$ cat src/rtl/modulo_arbitro_mem_dados_pkg.sv
// Shared types for the data-memory arbiter: FSM state encoding and requester ids.
package modulo_arbitro_mem_dados_pkg;

    typedef enum logic [1:0] {
        LIVRE   = 2'd0,
        POSSE_A = 2'd1,
        POSSE_B = 2'd2
    } state_e;

    localparam logic ID_A = 1'b0;
    localparam logic ID_B = 1'b1;

endpackage : modulo_arbitro_mem_dados_pkg

$ cat src/rtl/modulo_arbitro_mem_dados_rr2.sv
// Combinational two-way pick: round-robin on ties when free, owner-only while locked.
module modulo_arbitro_rr2
    import modulo_arbitro_mem_dados_pkg::*;
(
    input  logic   req_a,
    input  logic   req_b,
    input  logic   ultimo,
    input  state_e state,
    output logic   gnt_a,
    output logic   gnt_b
);

    always_comb begin
        gnt_a = 1'b0;
        gnt_b = 1'b0;
        case (state)
            LIVRE: begin
                if (req_a && req_b) begin
                    gnt_a = (ultimo == ID_B);
                    gnt_b = (ultimo == ID_A);
                end else begin
                    gnt_a = req_a;
                    gnt_b = req_b;
                end
            end
            POSSE_A: gnt_a = req_a;
            POSSE_B: gnt_b = req_b;
            default: ;
        endcase
    end

endmodule : modulo_arbitro_rr2

$ cat src/rtl/modulo_arbitro_mem_dados.sv
// Two-requester arbiter/sequencer in front of the data memory, with bounded burst lock.
module modulo_arbitro_mem_dados
    import modulo_arbitro_mem_dados_pkg::*;
#(
    parameter int unsigned DATA_WIDTH = 32,
    parameter int unsigned ADDR_WIDTH = 13,
    parameter int unsigned MAX_LOCK   = 8
) (
    input  logic                  clock,
    input  logic                  reset,
    input  logic                  req_a,
    input  logic                  we_a,
    input  logic [ADDR_WIDTH-1:0] addr_a,
    input  logic [DATA_WIDTH-1:0] wdata_a,
    input  logic                  lock_a,
    output logic                  gnt_a,
    output logic                  rvalid_a,
    output logic [DATA_WIDTH-1:0] rdata_a,
    input  logic                  req_b,
    input  logic                  we_b,
    input  logic [ADDR_WIDTH-1:0] addr_b,
    input  logic [DATA_WIDTH-1:0] wdata_b,
    input  logic                  lock_b,
    output logic                  gnt_b,
    output logic                  rvalid_b,
    output logic [DATA_WIDTH-1:0] rdata_b,
    output logic [DATA_WIDTH-1:0] mem_data,
    output logic [ADDR_WIDTH-1:0] mem_write_addr,
    output logic [ADDR_WIDTH-1:0] mem_read_addr,
    output logic                  mem_we,
    input  logic [DATA_WIDTH-1:0] mem_q
);

    localparam int unsigned CW      = $clog2(MAX_LOCK + 1);
    localparam bit          LOCK_EN = (MAX_LOCK > 1);

    state_e          state_q, state_d;
    logic            ultimo_q, ultimo_d;
    logic [CW-1:0]   cont_lock_q, cont_lock_d;
    logic [CW-1:0]   cont_dec;
    logic            rvalid_a_q, rvalid_a_d;
    logic            rvalid_b_q, rvalid_b_d;
    logic            gnt_a_rr, gnt_b_rr;
    logic            lock_sel;

    modulo_arbitro_rr2 u_rr2 (
        .req_a  (req_a),
        .req_b  (req_b),
        .ultimo (ultimo_q),
        .state  (state_q),
        .gnt_a  (gnt_a_rr),
        .gnt_b  (gnt_b_rr)
    );

    // Reset blocks any grant in the same cycle so memory is never written during reset.
    assign gnt_a = gnt_a_rr & ~reset;
    assign gnt_b = gnt_b_rr & ~reset;

    // Idle mux position is A; B only drives the memory when it holds the grant.
    assign mem_write_addr = gnt_b ? addr_b : addr_a;
    assign mem_read_addr  = gnt_b ? addr_b : addr_a;
    assign mem_data       = gnt_b ? wdata_b : wdata_a;
    assign mem_we         = (gnt_a & we_a) | (gnt_b & we_b);

    assign rdata_a  = mem_q;
    assign rdata_b  = mem_q;
    assign rvalid_a = rvalid_a_q & ~reset;
    assign rvalid_b = rvalid_b_q & ~reset;

    assign lock_sel = gnt_b ? lock_b : lock_a;
    assign cont_dec = cont_lock_q - CW'(1);

    always_comb begin
        state_d     = state_q;
        ultimo_d    = ultimo_q;
        cont_lock_d = cont_lock_q;
        rvalid_a_d  = gnt_a & ~we_a;
        rvalid_b_d  = gnt_b & ~we_b;
        case (state_q)
            LIVRE: begin
                if (gnt_a || gnt_b) begin
                    ultimo_d = gnt_b ? ID_B : ID_A;
                    if (lock_sel && LOCK_EN) begin
                        state_d     = gnt_b ? POSSE_B : POSSE_A;
                        cont_lock_d = CW'(MAX_LOCK - 1);
                    end
                end
            end
            POSSE_A: begin
                if (!req_a) begin
                    state_d = LIVRE;
                end else if (gnt_a) begin
                    ultimo_d    = ID_A;
                    cont_lock_d = cont_dec;
                    if (!lock_a || cont_dec == '0) state_d = LIVRE;
                end
            end
            POSSE_B: begin
                if (!req_b) begin
                    state_d = LIVRE;
                end else if (gnt_b) begin
                    ultimo_d    = ID_B;
                    cont_lock_d = cont_dec;
                    if (!lock_b || cont_dec == '0) state_d = LIVRE;
                end
            end
            default: state_d = LIVRE;
        endcase
    end

    always_ff @(posedge clock) begin
        if (reset) begin
            state_q     <= LIVRE;
            ultimo_q    <= ID_B;
            cont_lock_q <= '0;
            rvalid_a_q  <= 1'b0;
            rvalid_b_q  <= 1'b0;
        end else begin
            state_q     <= state_d;
            ultimo_q    <= ultimo_d;
            cont_lock_q <= cont_lock_d;
            rvalid_a_q  <= rvalid_a_d;
            rvalid_b_q  <= rvalid_b_d;
        end
    end

endmodule : modulo_arbitro_mem_dados

$ cat config.mk
export PLATFORM = sky130hd
export DESIGN_NAME = modulo_arbitro_mem_dados
export DESIGN_NICKNAME = d
export VERILOG_FILES = /design/src/rtl/modulo_arbitro_mem_dados_pkg.sv /design/src/rtl/modulo_arbitro_mem_dados_rr2.sv /design/src/rtl/modulo_arbitro_mem_dados.sv
export SDC_FILE = /design/constraint.sdc
export NUM_CORES = 1
export LEC_CHECK = 0
export CAP_MARGIN = 15
export CORE_AREA = 3 3 98 100
export CTS_CLUSTER_SIZE = 28
export DETAILED_ROUTE_END_ITERATION = 7
export DIE_AREA = 0 0 101 103
export MAX_ROUTING_LAYER = met4
export PLACE_DENSITY = 0.7
export SYNTH_ARGS = -nofsm -noshare
export SYNTH_HDL_FRONTEND = slang
export SYNTH_HIERARCHICAL = 1
export SYNTH_SLANG_ARGS = --single-unit
$ cat constraint.sdc
create_clock -name clock -period 3.6 [get_ports clock]
set_clock_uncertainty 0.1 [all_clocks]
set_input_delay 0.72 -clock clock [delete_from_list [all_inputs] [get_ports clock]]
set_output_delay 0.72 -clock clock [all_outputs]
set_load 0.05 [all_outputs]
After elaboration in Yosys (flattened, before gate mapping). Cells that the tools add are included.

Add/sub/neg operators: 1. Eq/ne operators: 12. Mux-type cells: 31. Bitwise gates (word level): 13. Reduce and logical (&&, ||, !) cells: 12.

Operator list (number): $mux 32 (1); $mux 4 (6); $mux 2 (9); $mux 13 (1); $ne 2x2->1 const B (6); $ne 3x3->1 const B (4); $pmux 4 s3 (1); $reduce_and 6->1 (2); $mux 1 (9); $and 1x1->1 (8); $reduce_and 7->1 (1); $pmux 2 s3 (1); $logic_not 4->1 (1); $not 1->1 (4); $pmux 1 s2 (2); $sub 4x1->4 const B (1); $logic_or 1x1->1 (3); $pmux 1 s3 (1); $reduce_bool 3->1 (1); $eq 2x1->1 const B (1); $eq 2x2->1 const B (1); $logic_not 1->1 (2); $logic_not 2->1 (1); $logic_and 1x1->1 (1); $or 1x1->1 (1).

Register bits: 9. Output and inout port bits: 127.

Logic depth before layout (Yosys ltp). Gate-level depths: netlist of run 1.

Depth after elaboration: 8. Depth in mapped cells: 9. Mapped depth without buffers: 8.

Modules after synthesis. The synthesis of run 1 kept the hierarchy.

By module, submodules not included: modulo_arbitro_mem_dados (times used 1, cells each 294, area each 1750.4 sq um, seq. area each 180.2 sq um); modulo_arbitro_rr2 (times used 1, cells each 4, area each 32.5 sq um, seq. area each 0.0 sq um).

Worst setup path after synthesis of run 1. OpenSTA, ideal clock, no wires.

Path type: input port to output port. From: input port req_a. To: output port mem_write_addr[0]. Arrival time: 2647 ps. Slack: 133 ps. Stages on the path: 9. Buffers on the path: 3. Cell sequence: nor2b_4 -> a21oi_1 -> nand2b_4 -> clkinv_2 -> clkbuf_1 -> clkbuf_1 -> nand2_1 -> nand2_1 -> buf_4.

Word-level cells in the longest chain between the ends: 5.

RTL lines: start: declaration (line modulo_arbitro_mem_dados.sv:11) `input logic req_a,`; $logic_and 1x1->1 (line modulo_arbitro_mem_dados_rr2.sv:18) `if (req_a && req_b) begin`; $mux 1 (line modulo_arbitro_mem_dados_rr2.sv:18); $pmux 1 s2 (line modulo_arbitro_mem_dados_rr2.sv:16) `case (state)`; via gnt_b_rr (line modulo_arbitro_mem_dados.sv:43) `logic gnt_a_rr, gnt_b_rr;`; $and 1x1->1 (line modulo_arbitro_mem_dados.sv:57) `assign gnt_b = gnt_b_rr & ~reset;`; $mux 13; end: declaration (line modulo_arbitro_mem_dados.sv:28) `output logic [ADDR_WIDTH-1:0] mem_write_addr,`.

The timed path passes the listed nets, and every way through them passes these cells.

Final worst setup path of run 1.
From: input port req_a. To: output port mem_write_addr[1].

Word-level cells in the longest chain between the ends: 5.

RTL lines: $logic_and 1x1->1 (line modulo_arbitro_mem_dados_rr2.sv:18); $mux 1 (line modulo_arbitro_mem_dados_rr2.sv:18); $pmux 1 s2 (line modulo_arbitro_mem_dados_rr2.sv:16); via gnt_b_rr (line modulo_arbitro_mem_dados.sv:43); $and 1x1->1 (line modulo_arbitro_mem_dados.sv:57); $mux 13 (line modulo_arbitro_mem_dados.sv:60) `assign mem_write_addr = gnt_b ? addr_b : addr_a;`.

The timed path passes the listed nets, and every way through them passes these cells.

==> summary.md, run 1 <==
| Metric | Value |
|---|---|
| Clock sink total | `9` |
| RR Startpoint | `state_q[1]` |
| Rows | `34` |
| Vias in the first global route | `1855` |
| Number of flops mapped to enable cells by yosys | `0` |
| Critical path origin | `req_a` |
| Total CTS buffers | `3` |
| Max-cap violation count | `0` |
| Reg-to-reg endpoint | `cont_lock_q[3]` |
| WP data required | `roughly 2.8 ns` |
| Fin Hold WS | `0.449 ns` |
| Fmax | `0.312 GHz` |
| Peak VDD IR | `~0.2 mV` |
| Setup crit end kind | `output pin` |
| Yosys warns | `6` |
| Setup CP Type | `input pin to output pin` |
| Footprint of the multi-input gates | `around 950 um^2` |
| Crit path to | `mem_write_addr[1]` |
| H-tree lvl count | `1` |
| Post-synth top area share | `32.4%` |
| First-pass GRT wire length | `9430 um` |
| PwrDens | `between 500 and 600 nW/um^2` |
| Layout fillers | `863` |
| Hold crit path type | `flip-flop to flip-flop` |
| Port Buffers | `160` |
| GRT Total Usage | `11.5%` |
| Initial antenna violation count | `0` |
| Share of layout cells above drive strength 1 | `between 20% and 30%` |
| DRC Markers | `0` |
| RSZ-0062 raised after global routing | `no` |
| Routability cong. | `between 0.8 and 0.9` |
| CTS tree | `yes` |
| DIE AREA | `around 10000 um^2` |
| Clock Tree Root | `clkbuf_8` |
| CP Launch Type | `input pin` |
| Worst reg2reg path depth | `9` |
| R2R Setup Slk | `about 1.3 ns` |
| Ys async rst share | `0%` |
| GRT overflow | `0` |
| # setup viols final | `0` |
| Core ar. | `8760 um^2` |
| Commonest non-fill, non-tap cells in the layout | `142 x nand2_1, 99 x clkdlybuf4s50_1, 62 x buf_12` |
| Top cells by area, synth | `buf_4 32%, nand2_1 30%, dfxtp_1 10%` |
| Critical path arrival | `2.39 ns` |
| ANT nets after route | `0` |
| Drt first pass iters | `4` |
| Yosys top cell by area | `buf_4` |
| Reg area | `~180 um^2` |
| Final Core Density | `between 40% and 50%` |
| Post-cts gate resize count | `0` |
| DRT iter0 DRCs | `just over 60` |
| Avg WL per Cell | `~14 um` |
| Slew margin rel. | `66.5%` |
| Worst slew pin tran | `0.500 ns` |
| Period utilization | `a little under 90%` |
| Slowest cell on crit path | `clkdlybuf4s50_1` |
| Vias/cell | `4.28` |
| Most common cell after layout, fill and taps aside | `nand2_1` |
| Chip Width | `roughly 100 um` |
| Clock transition at path regs | `about 0.05 ns` |
| Mapped Area | `1780 um^2` |
| Outcome | `completed` |
| CP max stage delay | `~0.45 ns` |
| Skew-Pair Late Insertion Delay | `around 0.24 ns` |
| Hold Fails Final Rpt | `0` |
| Synth Net Count | `roughly 430` |
| LEAKAGE | `0.00166 uW` |
| Routed WL | `roughly 6700 um` |
| Final Slew Violations | `0` |
| TNS Setup | `0 ns` |
| Seq/Total Area, Yosys | `roughly a tenth` |
| Hold_buf cts | `0` |
| FF+latch count, synth | `9` |
| # diodes | `0` |
| Crit path cell chain | `clkdlybuf4s50_1 -> nor2b_4 -> a21oi_1 -> nand2b_4 -> clkinv_2 -> buf_12 -> nand2_1 -> nand2_1 -> buf_12` |
| Yosys cell types | `39` |
| Tmin final | `roughly 3.2 ns` |
| Worst-case clock buffer depth | `2` |
| Hpwl dp | `roughly 5700 um` |
| Setup bufs post-CTS | `0` |
| Synth Area per Inst | `5.98 um^2` |
| Die Y | `103 um` |
| # IOs | `257` |
| Pin count of the biggest net entering global routing | `48` |
| Max FO, Critical Path | `36` |
| Cell count after synthesis | `a little under 300` |
| Dominant synthesized flop cell | `dfxtp_1` |
| Layout area overhead | `102%` |
| Via count | `2088` |
| Starting Density | `slightly above 20%` |
| Layout net count | `around 520` |
[flip-flops by register name (all words and copies together), names as in the netlist]
signal and flops:
rvalid_a_q 1, ultimo_q 1, state_q 2, rvalid_b_q 1, cont_lock_q 4
[power by group]
group	internal [uW]	switching [uW]	total, uW	leakage, uW
Sequential	136	45.7	182	0.0000740
Combinational	705	820	1520	0.00157
Clock	77.4	43.1	120	0.0000228
[cell type report]
type | instances | share of cell area, %
tap | 108 | 3.75
inverter | 6 | 0.659
clock buffer | 4 | 1.25
sequential | 9 | 5.00
timing repair buffer | 166 | 62.9
multi-input combinational | 195 | 26.4
[per-layer routing]
layer | routed length, um | global-route usage, % | vias to the layer above | part of all wire (%)
met5 | 0 | - | - | 0
met4 | 109 | 3.17 | 0 | 1.6
met2 | 3470 | 20.4 | 141 | 52
met1 | 2350 | 12.4 | 906 | 35
met3 | 752 | 3.92 | 15 | 11
li1 | - | - | 1026 | -
[worst min-delay path by stage]
stage | from | end | slack (ns) | cells past startpoint
4_1_cts | state_q[1] | state_q[1] | 0.45 | 2
2_1_floorplan | cont_lock_q[0] | cont_lock_q[0] | 0.39 | 1
6_report | state_q[1] | state_q[1] | 0.45 | 2
3_3_place_gp | cont_lock_q[0] | cont_lock_q[0] | 0.42 | 1
3_5_place_dp | state_q[0] | state_q[0] | 0.44 | 1
5_1_grt | state_q[1] | state_q[1] | 0.47 | 2
[metrics by stage]
step	total power [uW]	cells	cell area [um^2]	worst slack, ns
after floorplan	1200	298	1780	0.133
after global placement	1680	484	3560	0.417
after detailed placement	1720	484	3560	0.395
after CTS	1840	488	3610	0.384
after global routing	1930	488	3610	0.273
final	1830	488	3610	0.392
[kinds of logic (layout without fill, tap and decap cells)]
kind of cell	after synthesis	in the layout	synth area share (%)
fa+ha+maj	5	5	3.51
compound gates	21	21	9.61
flops	9	9	10.1
buf+inv	94	176	36.5
simple gates	166	166	38.6
mux	3	3	1.68
[synth_stat cells, types with 2 or more instances]
cell type	count
a21oi_1	2
a31oi_1	2
buf_4	77
clkbuf_1	9
dfxtp_1	9
ha_1	5
inv_1	5
mux2i_1	3
nand2_1	142
nand2b_1	3
nand3_1	2
nor2_1	6
nor2b_1	4
o21a_1	2
o21ai_0	3
[critical path, delay by kind of cell]
| family | cells | cell delay (ns) |
|---|---|---|
| buf+inv | 4 | 0.87 |
| simple gates | 4 | 0.50 |
| compound gates | 1 | 0.29 |
No activity file was read; power rests on OpenSTA's default activity.
==> run 2: changes to the inputs <==
- CELL_PAD_IN_SITES_DETAIL_PLACEMENT: default -> 1
- CELL_PAD_IN_SITES_GLOBAL_PLACEMENT: default -> 1
- CORE_AREA: 3 3 98 100 -> default
- CORE_MARGIN: default -> 3
- CORE_UTILIZATION: default -> 15
- DIE_AREA: 0 0 101 103 -> default
- HOLD_SLACK_MARGIN: default -> 0.1
- PLACE_DENSITY: 0.7 -> 0.95
==> run 2 against run 1 <==
  * First-iteration DRC count fell by 31%
  * Register-to-register slack got worse by 0.13 ns
  * Cell count up 7.2%
  * Sequential power about the same
  * Critical path type unchanged
  * Count of clock-buffer cells in the layout is the same
  * Die area up 27%
  * Worst setup slack worse by 0.17 ns
  * Largest power group unchanged
  * Hold slack got worse by 0.011 ns
  * Final area up 1.5%
  * Non-clock buffer count stayed put
  * Sequential share of layout area decreased by 0.072 points
==> summary.md, run 2 (synthesis results as in run 1) <==
| Metric | Value |
|---|---|
| Outcome | `completed` |
| Skew-Pair Late Insertion Delay | `0.24 ns` |
| Max reg flops | `4` |
| Largest registers | `cont_lock_q: 4 flops, state_q: 2 flops` |
| Vias in the first global route | `2289` |
| Hold_buf cts | `0` |
| Setup crit end kind | `output pin` |
| Die Y | `about 120 um` |
| Layout net count | `a little over 500` |
| Slowest cell on crit path | `clkdlybuf4s50_1` |
| Worst reg2reg path depth | `9` |
| Post-layout power | `approximately 1900 uW` |
| Via count | `2121` |
| Largest reg by FF count | `cont_lock_q` |
| LEAKAGE | `approximately 0.0017 uW` |
| Setup ws final | `about 0.23 ns` |
| CTS tree | `yes` |
| Drt first pass iters | `4` |
| PwrDens | `roughly 520 nW/um^2` |
| Hold crit path type | `flip-flop to flip-flop` |
| CP max stage delay | `0.52 ns` |
| Post-cts gate resize count | `0` |
| Slew margin rel. | `64.2%` |
| Setup bufs post-CTS | `0` |
| Critical Path Most Common Cell | `nand2_1` |
| H-tree lvl count | `1` |
| Fmax | `0.296 GHz` |
| Pin count of the biggest net entering global routing | `48` |
| Total CTS buffers | `3` |
| Post-DP Area | `3580 um^2` |
| Clock sink total | `9` |
| Share of layout cells above drive strength 1 | `20.0%` |
| Critical path arrival | `between 2 and 3 ns` |
| Hold Path Origin | `state_q[1]` |
| ANT nets after route | `0` |
| Hold Path Depth | `2` |
| DRT iter0 DRCs | `between 40 and 50` |
| Commonest non-fill, non-tap cells in the layout | `142 x nand2_1, 99 x clkdlybuf4s50_1, 60 x buf_12` |
| Avg WL per Cell | `14.4 um` |
| Peak VDD IR | `0.356 mV` |
| Max-cap violation count | `0` |
| Routed WL | `between 7000 and 8000 um` |
| Routability cong. | `0.805` |
| Rows | `39` |
| RR Startpoint | `state_q[0]` |
| Vias/cell | `about 4` |
| Worst-case clock buffer depth | `2` |
| Period utilization | `about 94%` |
| WP data required | `approximately 2.8 ns` |
| Critical path origin | `req_a` |
| Chip Width | `around 120 um` |
| TNS Setup | `0 ns` |
| Worst slew pin tran | `between 0.5 and 0.6 ns` |
| Crit path cell chain | `clkdlybuf4s50_1 -> nor2b_4 -> a21oi_1 -> nand2b_4 -> buf_4 -> nand2_1 -> nand2_1 -> buf_12` |
| Clock Tree Root | `clkbuf_16` |
| Initial antenna violation count | `0` |
| GRT Total Usage | `10.8%` |
| Port Buffers | `160` |
| Core ar. | `roughly 12000 um^2` |
| RSZ-0062 raised after global routing | `no` |
| Most common cell after layout, fill and taps aside | `nand2_1` |
| Hpwl dp | `around 6400 um` |
| Final Slew Violations | `0` |
| Fin Hold WS | `between 0.4 and 0.5 ns` |
| First-pass GRT wire length | `about 11000 um` |
| GRT overflow | `0` |
| Setup CP Type | `input pin to output pin` |
| DRC Markers | `0` |
| Starting Density | `between 10% and 20%` |
| CP Launch Type | `input pin` |
| Clock transition at path regs | `0.04 ns` |
| # setup viols final | `0` |
| Pre-CTS WS | `~0.19 ns` |
| # IOs | `between 200 and 300` |
| # diodes | `0` |
| Final Instance Area | `around 3700 um^2` |
| Layout area overhead | `105%` |
| Max FO, Critical Path | `47` |
| DIE AREA | `between 10000 and 15000 um^2` |
| Hold Fails Final Rpt | `0` |
| Tmin final | `3.37 ns` |
==> run 2: cell counts in the layout (fill, tap and decap cells not counted) <==
No cell type changed its count.
==> run 2: metrics by stage <==
step,std cells,util (%)
after CTS,523,31.8
after detailed placement,519,31.1
after global placement,519,31.1
after global routing,523,31.8
final,523,31.8
after floorplan,298,-
==> run 2: cell type report <==
class | count | area (um^2)
multi-input combinational | 195 | 952
inverter | 6 | 23.8
tap | 143 | 179
clock buffer | 4 | 78.8
fill | 1373 | 7860
timing repair buffer | 166 | 2240
sequential | 9 | 180
==> run 2: worst paths after layout <==
path	to	slack (ns)
setup / recovery	mem_read_addr[1]	0.23
hold / removal	state_q[1]	0.44
setup reg to reg	cont_lock_q[3]	1.14
hold reg to reg	state_q[1]	0.44
==> run 2: where the power goes <==
part / switching (uW) / total, uW / internal, uW
registers: 47.6 / 184 / 137
clock network: 51.4 / 200 / 148
logic: 835 / 1530 / 696
==> run 2: per-layer routing <==
layer	up-vias	wire length (um)	track usage [%]
met1	934	2620	10.5
met3	29	722	3.16
met2	137	3970	19.8
li1	1021	-	-
met4	0	195	4.54
met5	-	0	-
==> run 2: critical path, delay by kind of cell <==
family          cells  cell delay [ns]
compound gates      1             0.12
buf+inv             3             1.09
simple gates        4             0.59
